$ cat src/rtl/core_pkg.sv
// Shared core types: lane geometry, ALU opcodes and multiply sequencer states.
package core_pkg;
  localparam int XLEN  = 32;
  localparam int LANES = 4;

  typedef enum logic [3:0] {
    ALU_ADD = 4'd0,
    ALU_SUB = 4'd1,
    ALU_AND = 4'd2,
    ALU_OR  = 4'd3,
    ALU_XOR = 4'd4,
    ALU_SLT = 4'd5,
    ALU_SLL = 4'd6,
    ALU_SRL = 4'd7,
    ALU_MUL = 4'd8
  } alu_op_t;

  typedef enum logic [1:0] {
    MUL_IDLE = 2'd0,
    MUL_BUSY = 2'd1,
    MUL_DONE = 2'd2
  } mul_state_t;
endpackage

$ cat src/rtl/stage_execute_if.sv
// EX-side inputs, hazard controls and EX->MEM outputs of the execute stage.
interface stage_execute_if #(
  parameter int XLEN  = core_pkg::XLEN,
  parameter int LANES = core_pkg::LANES
);
  localparam int DW = XLEN * LANES;

  logic          mem_clear;
  logic          mem_stall;
  logic [31:0]   ex_instr;
  logic          ex_reg_write;
  logic [1:0]    ex_result_src;
  logic          ex_vector_op;
  logic [3:0]    ex_alu_control;
  logic [DW-1:0] ex_src_a;
  logic [DW-1:0] ex_src_b;
  logic [DW-1:0] ex_write_data;
  logic [31:0]   ex_pc_plus_4;
  logic [DW-1:0] ex_imm_ext;
  logic [4:0]    ex_rd;
  logic          ex_stall;
  logic [31:0]   mem_instr;
  logic          mem_reg_write;
  logic [1:0]    mem_result_src;
  logic          mem_vector_op;
  logic [DW-1:0] mem_alu_result;
  logic [DW-1:0] mem_write_data;
  logic [31:0]   mem_pc_plus_4;
  logic [DW-1:0] mem_imm_ext;
  logic [4:0]    mem_rd;

  modport master (
    output mem_clear, mem_stall, ex_instr, ex_reg_write, ex_result_src, ex_vector_op,
           ex_alu_control, ex_src_a, ex_src_b, ex_write_data, ex_pc_plus_4, ex_imm_ext, ex_rd,
    input  ex_stall, mem_instr, mem_reg_write, mem_result_src, mem_vector_op, mem_alu_result,
           mem_write_data, mem_pc_plus_4, mem_imm_ext, mem_rd
  );

  modport slave (
    input  mem_clear, mem_stall, ex_instr, ex_reg_write, ex_result_src, ex_vector_op,
           ex_alu_control, ex_src_a, ex_src_b, ex_write_data, ex_pc_plus_4, ex_imm_ext, ex_rd,
    output ex_stall, mem_instr, mem_reg_write, mem_result_src, mem_vector_op, mem_alu_result,
           mem_write_data, mem_pc_plus_4, mem_imm_ext, mem_rd
  );
endinterface

$ cat src/rtl/lane_mul_seq.sv
// Lane-serial multiply sequencer: one lane product per BUSY cycle, result held in DONE.
module lane_mul_seq
  import core_pkg::*;
#(
  parameter int XLEN  = core_pkg::XLEN,
  parameter int LANES = core_pkg::LANES
) (
  input  logic                       clk,
  input  logic                       reset,
  input  logic                       mul_op,
  input  logic                       vector_op,
  input  logic                       mem_stall,
  input  logic [LANES-1:0][XLEN-1:0] src_a,
  input  logic [LANES-1:0][XLEN-1:0] src_b,
  output logic                       ex_stall,
  output logic                       mul_done,
  output logic [LANES-1:0][XLEN-1:0] product
);
  localparam int CW = (LANES > 1) ? $clog2(LANES) : 1;

  mul_state_t                 state_q, state_d;
  logic [CW-1:0]              cnt_q, cnt_d;
  logic [LANES-1:0][XLEN-1:0] prod_q, prod_d;
  logic [CW-1:0]              last_lane;

  assign last_lane = vector_op ? CW'(LANES - 1) : '0;

  always_comb begin
    state_d = state_q;
    cnt_d   = cnt_q;
    prod_d  = prod_q;
    case (state_q)
      MUL_IDLE: if (mul_op) begin
        state_d = MUL_BUSY;
        cnt_d   = '0;
        prod_d  = '0;
      end
      MUL_BUSY: begin
        prod_d[cnt_q] = src_a[cnt_q] * src_b[cnt_q];
        if (cnt_q == last_lane) state_d = MUL_DONE;
        else                    cnt_d   = cnt_q + 1'b1;
      end
      MUL_DONE: if (!mem_stall) state_d = MUL_IDLE;
      default:  state_d = MUL_IDLE;
    endcase
  end

  always_ff @(posedge clk) begin
    if (reset) begin
      state_q <= MUL_IDLE;
      cnt_q   <= '0;
      prod_q  <= '0;
    end else begin
      state_q <= state_d;
      cnt_q   <= cnt_d;
      prod_q  <= prod_d;
    end
  end

  assign ex_stall = mul_op && (state_q != MUL_DONE);
  assign mul_done = (state_q == MUL_DONE);
  assign product  = prod_q;
endmodule

$ cat src/rtl/stage_execute.sv
// Execute stage: scalar/vector lane ALU feeding the EX->MEM register.
// Multiply sequencer is built only when STAGE_EX_MUL_EN is defined.
module stage_execute
  import core_pkg::*;
#(
  parameter int XLEN  = core_pkg::XLEN,
  parameter int LANES = core_pkg::LANES
) (
  input  logic            clk,
  input  logic            reset,
  stage_execute_if.slave  bus
);
  localparam int DW  = XLEN * LANES;
  localparam int SHW = $clog2(XLEN);

  typedef struct packed {
    logic [31:0]   instr;
    logic          reg_write;
    logic [1:0]    result_src;
    logic          vector_op;
    logic [DW-1:0] alu_result;
    logic [DW-1:0] write_data;
    logic [31:0]   pc_plus_4;
    logic [DW-1:0] imm_ext;
    logic [4:0]    rd;
  } ex_mem_t;

  logic [LANES-1:0][XLEN-1:0] a_l, b_l, alu_l;
  logic [DW-1:0]              result;
  logic                       ex_stall;
  ex_mem_t                    stage_q, stage_d;

  assign a_l = bus.ex_src_a;
  assign b_l = bus.ex_src_b;

  // Scalar mode computes lane 0 only; the upper lanes stay zero.
  always_comb begin
    alu_l = '0;
    for (int i = 0; i < LANES; i++) begin
      if (bus.ex_vector_op || i == 0) begin
        case (bus.ex_alu_control)
          ALU_ADD: alu_l[i] = a_l[i] + b_l[i];
          ALU_SUB: alu_l[i] = a_l[i] - b_l[i];
          ALU_AND: alu_l[i] = a_l[i] & b_l[i];
          ALU_OR:  alu_l[i] = a_l[i] | b_l[i];
          ALU_XOR: alu_l[i] = a_l[i] ^ b_l[i];
          ALU_SLT: alu_l[i] = {{(XLEN-1){1'b0}}, ($signed(a_l[i]) < $signed(b_l[i]))};
          ALU_SLL: alu_l[i] = a_l[i] << b_l[i][SHW-1:0];
          ALU_SRL: alu_l[i] = a_l[i] >> b_l[i][SHW-1:0];
          default: alu_l[i] = '0;
        endcase
      end
    end
  end

`ifdef STAGE_EX_MUL_EN
  logic                       mul_done;
  logic [LANES-1:0][XLEN-1:0] prod_l;

  lane_mul_seq #(.XLEN(XLEN), .LANES(LANES)) u_mul (
    .clk       (clk),
    .reset     (reset),
    .mul_op    (bus.ex_alu_control == ALU_MUL),
    .vector_op (bus.ex_vector_op),
    .mem_stall (bus.mem_stall),
    .src_a     (a_l),
    .src_b     (b_l),
    .ex_stall  (ex_stall),
    .mul_done  (mul_done),
    .product   (prod_l)
  );

  assign result = mul_done ? prod_l : alu_l;
`else
  assign ex_stall = 1'b0;
  assign result   = alu_l;
`endif

  assign bus.ex_stall = ex_stall;

  // Clear beats stall; a stalled multiply pushes bubbles into MEM.
  always_comb begin
    stage_d = stage_q;
    if (bus.mem_clear)      stage_d = '0;
    else if (bus.mem_stall) stage_d = stage_q;
    else if (ex_stall)      stage_d = '0;
    else begin
      stage_d.instr      = bus.ex_instr;
      stage_d.reg_write  = bus.ex_reg_write;
      stage_d.result_src = bus.ex_result_src;
      stage_d.vector_op  = bus.ex_vector_op;
      stage_d.alu_result = result;
      stage_d.write_data = bus.ex_write_data;
      stage_d.pc_plus_4  = bus.ex_pc_plus_4;
      stage_d.imm_ext    = bus.ex_imm_ext;
      stage_d.rd         = bus.ex_rd;
    end
  end

  always_ff @(posedge clk) begin
    if (reset) stage_q <= '0;
    else       stage_q <= stage_d;
  end

  assign bus.mem_instr      = stage_q.instr;
  assign bus.mem_reg_write  = stage_q.reg_write;
  assign bus.mem_result_src = stage_q.result_src;
  assign bus.mem_vector_op  = stage_q.vector_op;
  assign bus.mem_alu_result = stage_q.alu_result;
  assign bus.mem_write_data = stage_q.write_data;
  assign bus.mem_pc_plus_4  = stage_q.pc_plus_4;
  assign bus.mem_imm_ext    = stage_q.imm_ext;
  assign bus.mem_rd         = stage_q.rd;
endmodule

$ cat src/flat_wrapper.sv
// flat-port wrapper written by rule: the top's interface ports become plain ports
module stage_execute_flat import core_pkg::*;
#(
  parameter int XLEN  = core_pkg::XLEN,
  parameter int LANES = core_pkg::LANES
)
  (clk, reset, bus_mem_clear, bus_mem_stall, bus_ex_instr, bus_ex_reg_write, bus_ex_result_src, bus_ex_vector_op, bus_ex_alu_control, bus_ex_src_a, bus_ex_src_b, bus_ex_write_data, bus_ex_pc_plus_4, bus_ex_imm_ext, bus_ex_rd, bus_ex_stall, bus_mem_instr, bus_mem_reg_write, bus_mem_result_src, bus_mem_vector_op, bus_mem_alu_result, bus_mem_write_data, bus_mem_pc_plus_4, bus_mem_imm_ext, bus_mem_rd);
  stage_execute_if #(.XLEN(XLEN), .LANES(LANES)) bus_i ();
  input  logic clk;
  input  logic reset;
  input wire logic [$bits(bus_i.mem_clear)-1:0] bus_mem_clear;
  input wire logic [$bits(bus_i.mem_stall)-1:0] bus_mem_stall;
  input wire logic [$bits(bus_i.ex_instr)-1:0] bus_ex_instr;
  input wire logic [$bits(bus_i.ex_reg_write)-1:0] bus_ex_reg_write;
  input wire logic [$bits(bus_i.ex_result_src)-1:0] bus_ex_result_src;
  input wire logic [$bits(bus_i.ex_vector_op)-1:0] bus_ex_vector_op;
  input wire logic [$bits(bus_i.ex_alu_control)-1:0] bus_ex_alu_control;
  input wire logic [$bits(bus_i.ex_src_a)-1:0] bus_ex_src_a;
  input wire logic [$bits(bus_i.ex_src_b)-1:0] bus_ex_src_b;
  input wire logic [$bits(bus_i.ex_write_data)-1:0] bus_ex_write_data;
  input wire logic [$bits(bus_i.ex_pc_plus_4)-1:0] bus_ex_pc_plus_4;
  input wire logic [$bits(bus_i.ex_imm_ext)-1:0] bus_ex_imm_ext;
  input wire logic [$bits(bus_i.ex_rd)-1:0] bus_ex_rd;
  output wire logic [$bits(bus_i.ex_stall)-1:0] bus_ex_stall;
  output wire logic [$bits(bus_i.mem_instr)-1:0] bus_mem_instr;
  output wire logic [$bits(bus_i.mem_reg_write)-1:0] bus_mem_reg_write;
  output wire logic [$bits(bus_i.mem_result_src)-1:0] bus_mem_result_src;
  output wire logic [$bits(bus_i.mem_vector_op)-1:0] bus_mem_vector_op;
  output wire logic [$bits(bus_i.mem_alu_result)-1:0] bus_mem_alu_result;
  output wire logic [$bits(bus_i.mem_write_data)-1:0] bus_mem_write_data;
  output wire logic [$bits(bus_i.mem_pc_plus_4)-1:0] bus_mem_pc_plus_4;
  output wire logic [$bits(bus_i.mem_imm_ext)-1:0] bus_mem_imm_ext;
  output wire logic [$bits(bus_i.mem_rd)-1:0] bus_mem_rd;
  assign bus_i.mem_clear = bus_mem_clear;
  assign bus_i.mem_stall = bus_mem_stall;
  assign bus_i.ex_instr = bus_ex_instr;
  assign bus_i.ex_reg_write = bus_ex_reg_write;
  assign bus_i.ex_result_src = bus_ex_result_src;
  assign bus_i.ex_vector_op = bus_ex_vector_op;
  assign bus_i.ex_alu_control = bus_ex_alu_control;
  assign bus_i.ex_src_a = bus_ex_src_a;
  assign bus_i.ex_src_b = bus_ex_src_b;
  assign bus_i.ex_write_data = bus_ex_write_data;
  assign bus_i.ex_pc_plus_4 = bus_ex_pc_plus_4;
  assign bus_i.ex_imm_ext = bus_ex_imm_ext;
  assign bus_i.ex_rd = bus_ex_rd;
  assign bus_ex_stall = bus_i.ex_stall;
  assign bus_mem_instr = bus_i.mem_instr;
  assign bus_mem_reg_write = bus_i.mem_reg_write;
  assign bus_mem_result_src = bus_i.mem_result_src;
  assign bus_mem_vector_op = bus_i.mem_vector_op;
  assign bus_mem_alu_result = bus_i.mem_alu_result;
  assign bus_mem_write_data = bus_i.mem_write_data;
  assign bus_mem_pc_plus_4 = bus_i.mem_pc_plus_4;
  assign bus_mem_imm_ext = bus_i.mem_imm_ext;
  assign bus_mem_rd = bus_i.mem_rd;
  stage_execute #(.XLEN(XLEN), .LANES(LANES)) u_core (.clk(clk), .reset(reset), .bus(bus_i));
endmodule
$ cat config.mk
export PLATFORM = sky130hd
export DESIGN_NAME = stage_execute_flat
export DESIGN_NICKNAME = d
export VERILOG_FILES = /design/src/rtl/core_pkg.sv /design/src/rtl/stage_execute_if.sv /design/src/rtl/lane_mul_seq.sv /design/src/rtl/stage_execute.sv /design/src/flat_wrapper.sv
export SDC_FILE = /design/constraint.sdc
export NUM_CORES = 2
export LEC_CHECK = 0
export BUFFER_PORTS_ARGS = -buffer_cell sky130_fd_sc_hd__buf_2
export CAP_MARGIN = 15
export CELL_PAD_IN_SITES_DETAIL_PLACEMENT = 0
export CELL_PAD_IN_SITES_GLOBAL_PLACEMENT = 2
export CORE_AREA = 10 10 460 462
export DETAILED_ROUTE_END_ITERATION = 8
export DIE_AREA = 0 0 470 472
export PLACE_DENSITY = 0.73
export SETUP_SLACK_MARGIN = 0.15
export SYNTH_ARGS = -nofsm -noshare
export SYNTH_HDL_FRONTEND = slang
export SYNTH_SLANG_ARGS = --single-unit
$ cat constraint.sdc
create_clock -name clk -period 4.4 [get_ports clk]
set_input_delay 0.66 -clock clk [delete_from_list [all_inputs] [get_ports clk]]
set_output_delay 0.66 -clock clk [all_outputs]
set_load 0.01 [all_outputs]
; Word-level counts from Yosys, hierarchy flattened
; Cells that the tools add are included.
[classes]
n_lt_le_gt_ge = 4
n_reduce_logical = 2
n_shift = 8
n_eq_ne = 7
n_bitwise = 12
n_mux = 7
addsub = 8
[op_table]
columns = cell, n
row1 = case mux 32 bit (8 select lines), 4
row2 = adder 32 bit, 4
row3 = AND 32 bit, 4
row4 = < comparator 32 bit, 4
row5 = bitwise OR 32 bit, 4
row6 = << shifter 32 x 5 -> 32 bit, 4
row7 = right shift 32 x 5 -> 32 bit, 4
row8 = subtractor 32 bit, 4
row9 = XOR 32 bit, 4
row10 = 2-to-1 mux 32 bit, 3
row11 = == test 4 x 3 -> 1 bit (second input constant), 4
row12 = == test 4 x 2 -> 1 bit (second input constant), 2
row13 = == test 4 x 1 -> 1 bit (second input constant), 1
row14 = zero test 4 bit, 1
row15 = OR reduction 2 bit, 1
[totals]
in_bits = 593
reg_bits = 457

; Logic depth before layout (Yosys ltp)
[depth]
word_depth = 3
mapped_depth = 17
depth_no_buf = 14

; Worst setup path after synthesis
; OpenSTA, ideal clock, no wires.
[synth_path]
path_kind = input to register
from = in bus_ex_src_b[67]
to = reg u_core.stage_q, in the netlist u_core.bus.mem_alu_result[77]
setup_ns = 0.132
slack_ns = -0.115
arrival_ns = 4.383
path_stages = 17
n_path_buf = 5
path_cell_list = clkbuf_1 > clkinv_1 > clkbuf_1 > clkbuf_1 > clkbuf_1 > ha_1 > clkbuf_1 > o21ai_1 > o21bai_1 > or4_4 > a41o_4 > a31oi_4 > o21a_2 > nor3_1 > or4b_1 > o31ai_1 > a21oi_1
[synth_via]
elab_chain_len = 3
word_cells_on_any_way = 6
[synth_rtl]
columns = item, line
row1 = "start, declared", flat_wrapper.sv:19  ; input wire logic [$bits(bus_i.ex_src_b)-1:0] bus_ex_src_b;
row2 = "subtractor 32 bit, or another cell as far along", stage_execute.sv:43  ; ALU_SUB: alu_l[i] = a_l[i] - b_l[i];
row3 = case mux 32 bit (8 select lines) *, stage_execute.sv:41  ; case (bus.ex_alu_control)
row4 = 2-to-1 mux 32 bit *, stage_execute.sv:40  ; if (bus.ex_vector_op || i == 0) begin
row5 = "end signal, assigned", stage_execute.sv:102  ; else stage_q <= stage_d;
row6 = "end, declared", stage_execute.sv:31  ; ex_mem_t stage_q, stage_d;
; Every way passes the cells marked *; elsewhere a longest branch is shown, timed or not.
; A chain may end at the register's enable or synchronous reset.

; Worst setup path in the final report
[layout_path]
from = in bus_ex_src_a[32]
to = reg u_core.stage_q, in the netlist u_core.bus.mem_alu_result[32]
[layout_via]
elab_chain_len = 3
word_cells_on_any_way = 10
[layout_rtl]
columns = item, line
row1 = "start, declared", flat_wrapper.sv:18  ; input wire logic [$bits(bus_i.ex_src_a)-1:0] bus_ex_src_a;
row2 = "subtractor 32 bit, or another cell as far along", stage_execute.sv:43
row3 = case mux 32 bit (8 select lines) *, stage_execute.sv:41
row4 = 2-to-1 mux 32 bit *, stage_execute.sv:40
; Marks and branches as above.

==> flow_metrics.py <==
metrics = {
    "clock_tree": {
        "clk_latency_ns": 0.68,
        "cts_buffer_depth": 3,
        "post_cts_buffers": 0,
        "hold_buffers": 0,
        "clk_pin_slew_ns": 0.06,
        "h-tree-depth": 3,
        "cts_resized": 0,
        "numCtsBuffers": 71,
        "cts_root_buffer": "clkbuf_16",
        "tritoncts": "yes",
        "cts_sinks": 457,
    },
    "grt": {
        "grt_pass1_wl_um": 432000,
        "grt-ovfl-total": 0,
        "antenna_found_initial": 129,
        "track_usage": 0.266,
        "grt_max_degree": 136,
        "grt_pass1_vias": 52386,
    },
    "timing": {
        "holdWs_ns": 0.168,
        "finalSetupViolCount": 0,
        "tightestPinTransition_ns": 1.17,
        "skew_ns": 0,
        "max_slew_margin": 0.215,
        "fmax_mhz": 282,
        "layout_min_cycle_time_ns": 3.55,
        "period_share": 0.807,
        "slew_viol_final": 0,
        "hold_viol_final": 0,
        "rsz0062_at_grt": "false",
        "setup_tns_ns": 0,
    },
    "synthesis": {
        "postSynthCellCount": 6180,
        "synth_edf_count": 0,
        "ys_ff_latch": 457,
        "synth.distinct_cells": 101,
        "synth_ff_type": "dfxtp_1",
        "synth.cell_area_um2": 48300,
        "syn_area_per_cell_um2": 7.81,
        "synth_async_sr_flop_share": 0,
        "ys_seq_area_frac": 0.190,
        "yosysWarnings": 0,
        "syn-num-nets": 7222,
    },
    "worst_setup_path": {
        "path_max_fanout": 6,
        "cp-end-kind": "flip-flop",
        "required_ns": 4.95,
        "critical_path.startpoint": "bus_ex_src_a[32]",
        "cp_top_family": "compound AO/OA/AOI/OAI gates",
        "worst-path-buf-inv": 3,
        "start_kind": "primary input",
        "crit_type": "primary input to flip-flop",
        "slowest_delay_ns": 0.52,
        "cpMaxStageDelayCell": "nor3b_1",
        "cp_cell_sequence": "buf_2 > inv_1 > ha_1 > fa_1 > o21bai_1 > a211oi_1 > nor3b_1 > o211ai_1 > a31oi_1 > buf_4 > a21oi_1 > o211ai_1 > a211oi_1 > nor3_1 > o21ai_0",
        "worstReg2RegStart": "u_core.bus.mem_alu_result[24]",
        "cp.arrival_ns": 4.10,
    },
    "place": {
        "port_buffers": 1049,
        "gp_congestion": 0.998,
        "dp_hpwl_um": 252000,
    },
    "final_layout": {
        "drive_above_1_share": 0.245,
        "area_growth_pct": 24.6,
        "num-fill-cells": 21929,
        "fin_nets": 8166,
    },
    "hold_path": {
        "hold_start": "bus_ex_pc_plus_4[16]",
        "hold_class": "primary input to flip-flop",
    },
    "floorplan": {
        "num_rows": 165,
        "start_util": 0.239,
        "pin_count": 1051,
        "die_y_um": 472,
        "die_width_um": 470,
        "die_area_um2": 222000,
        "core-area_um2": 202000,
    },
    "pwr": {
        "power_switching_uw": 6370,
        "power.leakage_uw": 0.0273,
        "intPower_uw": 10000,
        "p_sw_frac": 0.389,
        "ir_worst_vdd_mv": 0.281,
        "power_density_nw_per_um2": 272,
        "comb_power_share": 0.350,
        "seq_power_share": 0.265,
        "clock_power_share": 0.384,
    },
    "status": {
        "status": "finished clean",
    },
    "routing": {
        "avgRoutedWirePerCell_um": 31.9,
        "drc": 0,
        "finalWirelength_um": 314000,
        "routed_via_density": 5.63,
        "detail-route-antenna-nets": 0,
        "num_vias": 55580,
        "dr.pass1.iters": 9,
        "drt-initial-drc-count": 6302,
    },
    "flow_run": {
        "max-cap-violations": 0,
    },
}
-- cells in the final DEF, fill, tap and decap left out, types with 76 or more instances in the layout --
cell type / netlist / routed
buf_2: 52 / 1044
mux2i_1: 517 / 517
dfxtp_1: 457 / 457
mux4_2: 194 / 194
inv_1: 374 / 371
ha_1: 441 / 441
a21oi_1: 491 / 491
nor2_1: 936 / 931
nor3_1: 129 / 128
a211oi_1: 77 / 76
o21ai_0: 414 / 414
o211ai_1: 76 / 76
nand2_1: 407 / 404
buf_4: 14 / 267
a221oi_1: 97 / 97
-- cells in the mapped netlist (all sizes together), types with 23 or more instances --
| library cell | count | area share |
|---|---|---|
| nand2b | 46 | 0.0060 |
| mux4 | 194 | 0.091 |
| o21ai | 420 | 0.044 |
| nor2 | 936 | 0.073 |
| a221oi | 100 | 0.019 |
| nor2b | 34 | 0.0044 |
| or3 | 51 | 0.0066 |
| nor3 | 130 | 0.014 |
| inv | 378 | 0.029 |
| nand3 | 68 | 0.0071 |
| dfxtp | 457 | 0.19 |
| o31ai | 45 | 0.0078 |
| a21oi | 491 | 0.051 |
| buf | 155 | 0.014 |
| a211oi | 80 | 0.013 |
| nand2 | 407 | 0.032 |
| a22o | 24 | 0.0044 |
| a21o | 41 | 0.0064 |
| a221o | 42 | 0.0087 |
| o221ai | 72 | 0.013 |
| mux2i | 517 | 0.11 |
| a22oi | 53 | 0.0082 |
| nor4 | 37 | 0.0049 |
| clkbuf | 310 | 0.024 |
| a31oi | 52 | 0.0072 |
| o21bai | 71 | 0.011 |
| o22ai | 55 | 0.0071 |
| ha | 441 | 0.11 |
| or2 | 23 | 0.0030 |
| o211ai | 76 | 0.012 |
-- tightest hold or removal path, cell delays in order --
cell and delay, ns:
buf_2 0.07, mux2i_1 0.05, nor2_1 0.07
-- layout make-up --
type,instances,area [um2],area share
clock inverter,42,633,0.0105
inverter,385,1450,0.0240
tap,2672,3340,0.0556
multi-input combinational,4873,35900,0.597
timing repair buffer,1336,7720,0.128
sequential,457,9150,0.152
clock buffer,88,1910,0.0318
antenna,19,47.5,0.000791
-- worst paths after layout --
path,cells past startpoint,endpoint,slack [ns]
setup / recovery,15,u_core.bus.mem_alu_result[32],0.85
hold reg to reg,2,u_core.bus.mem_alu_result[15],0.46
hold / removal,3,u_core.bus.mem_pc_plus_4[16],0.17
setup reg to reg,7,u_core.bus.mem_alu_result[24],2.06
-- metal layers --
metal / routed length [um] / global-route usage / vias to the layer above / share of wire
met5: 170 / 0 / - / 0.00054
met4: 10600 / 0.0732 / 24 / 0.034
met3: 29600 / 0.0719 / 571 / 0.094
met2: 139000 / 0.415 / 3029 / 0.44
met1: 136000 / 0.358 / 27363 / 0.43
li1: - / - / 24593 / -
-- per-stage QoR --
stage | cell area, um2 | utilization | instances | power, uW | setup WS (ns)
final | 60100 | 0.298 | 9872 | 16400 | 0.850
after floorplan | 48300 | - | 6180 | 7680 | 0.0799
after global routing | 60100 | 0.298 | 9864 | 17100 | 0.612
after detailed placement | 57600 | 0.285 | 9723 | 10000 | 0.227
after CTS | 60100 | 0.298 | 9853 | 16500 | 1.01
after global placement | 57600 | 0.285 | 9723 | 10000 | 0.219
-- cells by family after synthesis --
group | share of synthesized area
compound gates | 0.255
xor+xnor | 0.00417
fa+ha+maj | 0.118
buf+inv | 0.0688
flops | 0.190
mux | 0.202
other cells | 0.0000777
simple gates | 0.163
-- flip-flops by register name, indices dropped and copies added, names as in the netlist, 2 cells and up --
name and flops:
u_core.bus.mem_instr 32, u_core.bus.mem_pc_plus_4 32, u_core.bus.mem_imm_ext 128, u_core.bus.mem_rd 5
u_core.bus.mem_result_src 2, u_core.bus.mem_write_data 128, u_core.bus.mem_alu_result 128
-- power groups by stage --
| stage | clock [uW] | combinational [uW] | sequential, uW |
|---|---|---|---|
| detailed placement | 0 | 5590 | 4440 |
| finish | 6300 | 5740 | 4350 |
| floorplan | 0 | 3220 | 4460 |
| global route | 6620 | 6130 | 4360 |
| global placement | 0 | 5600 | 4430 |
| CTS | 6490 | 5620 | 4350 |
Note: power is estimated with default switching activity, not from simulation.
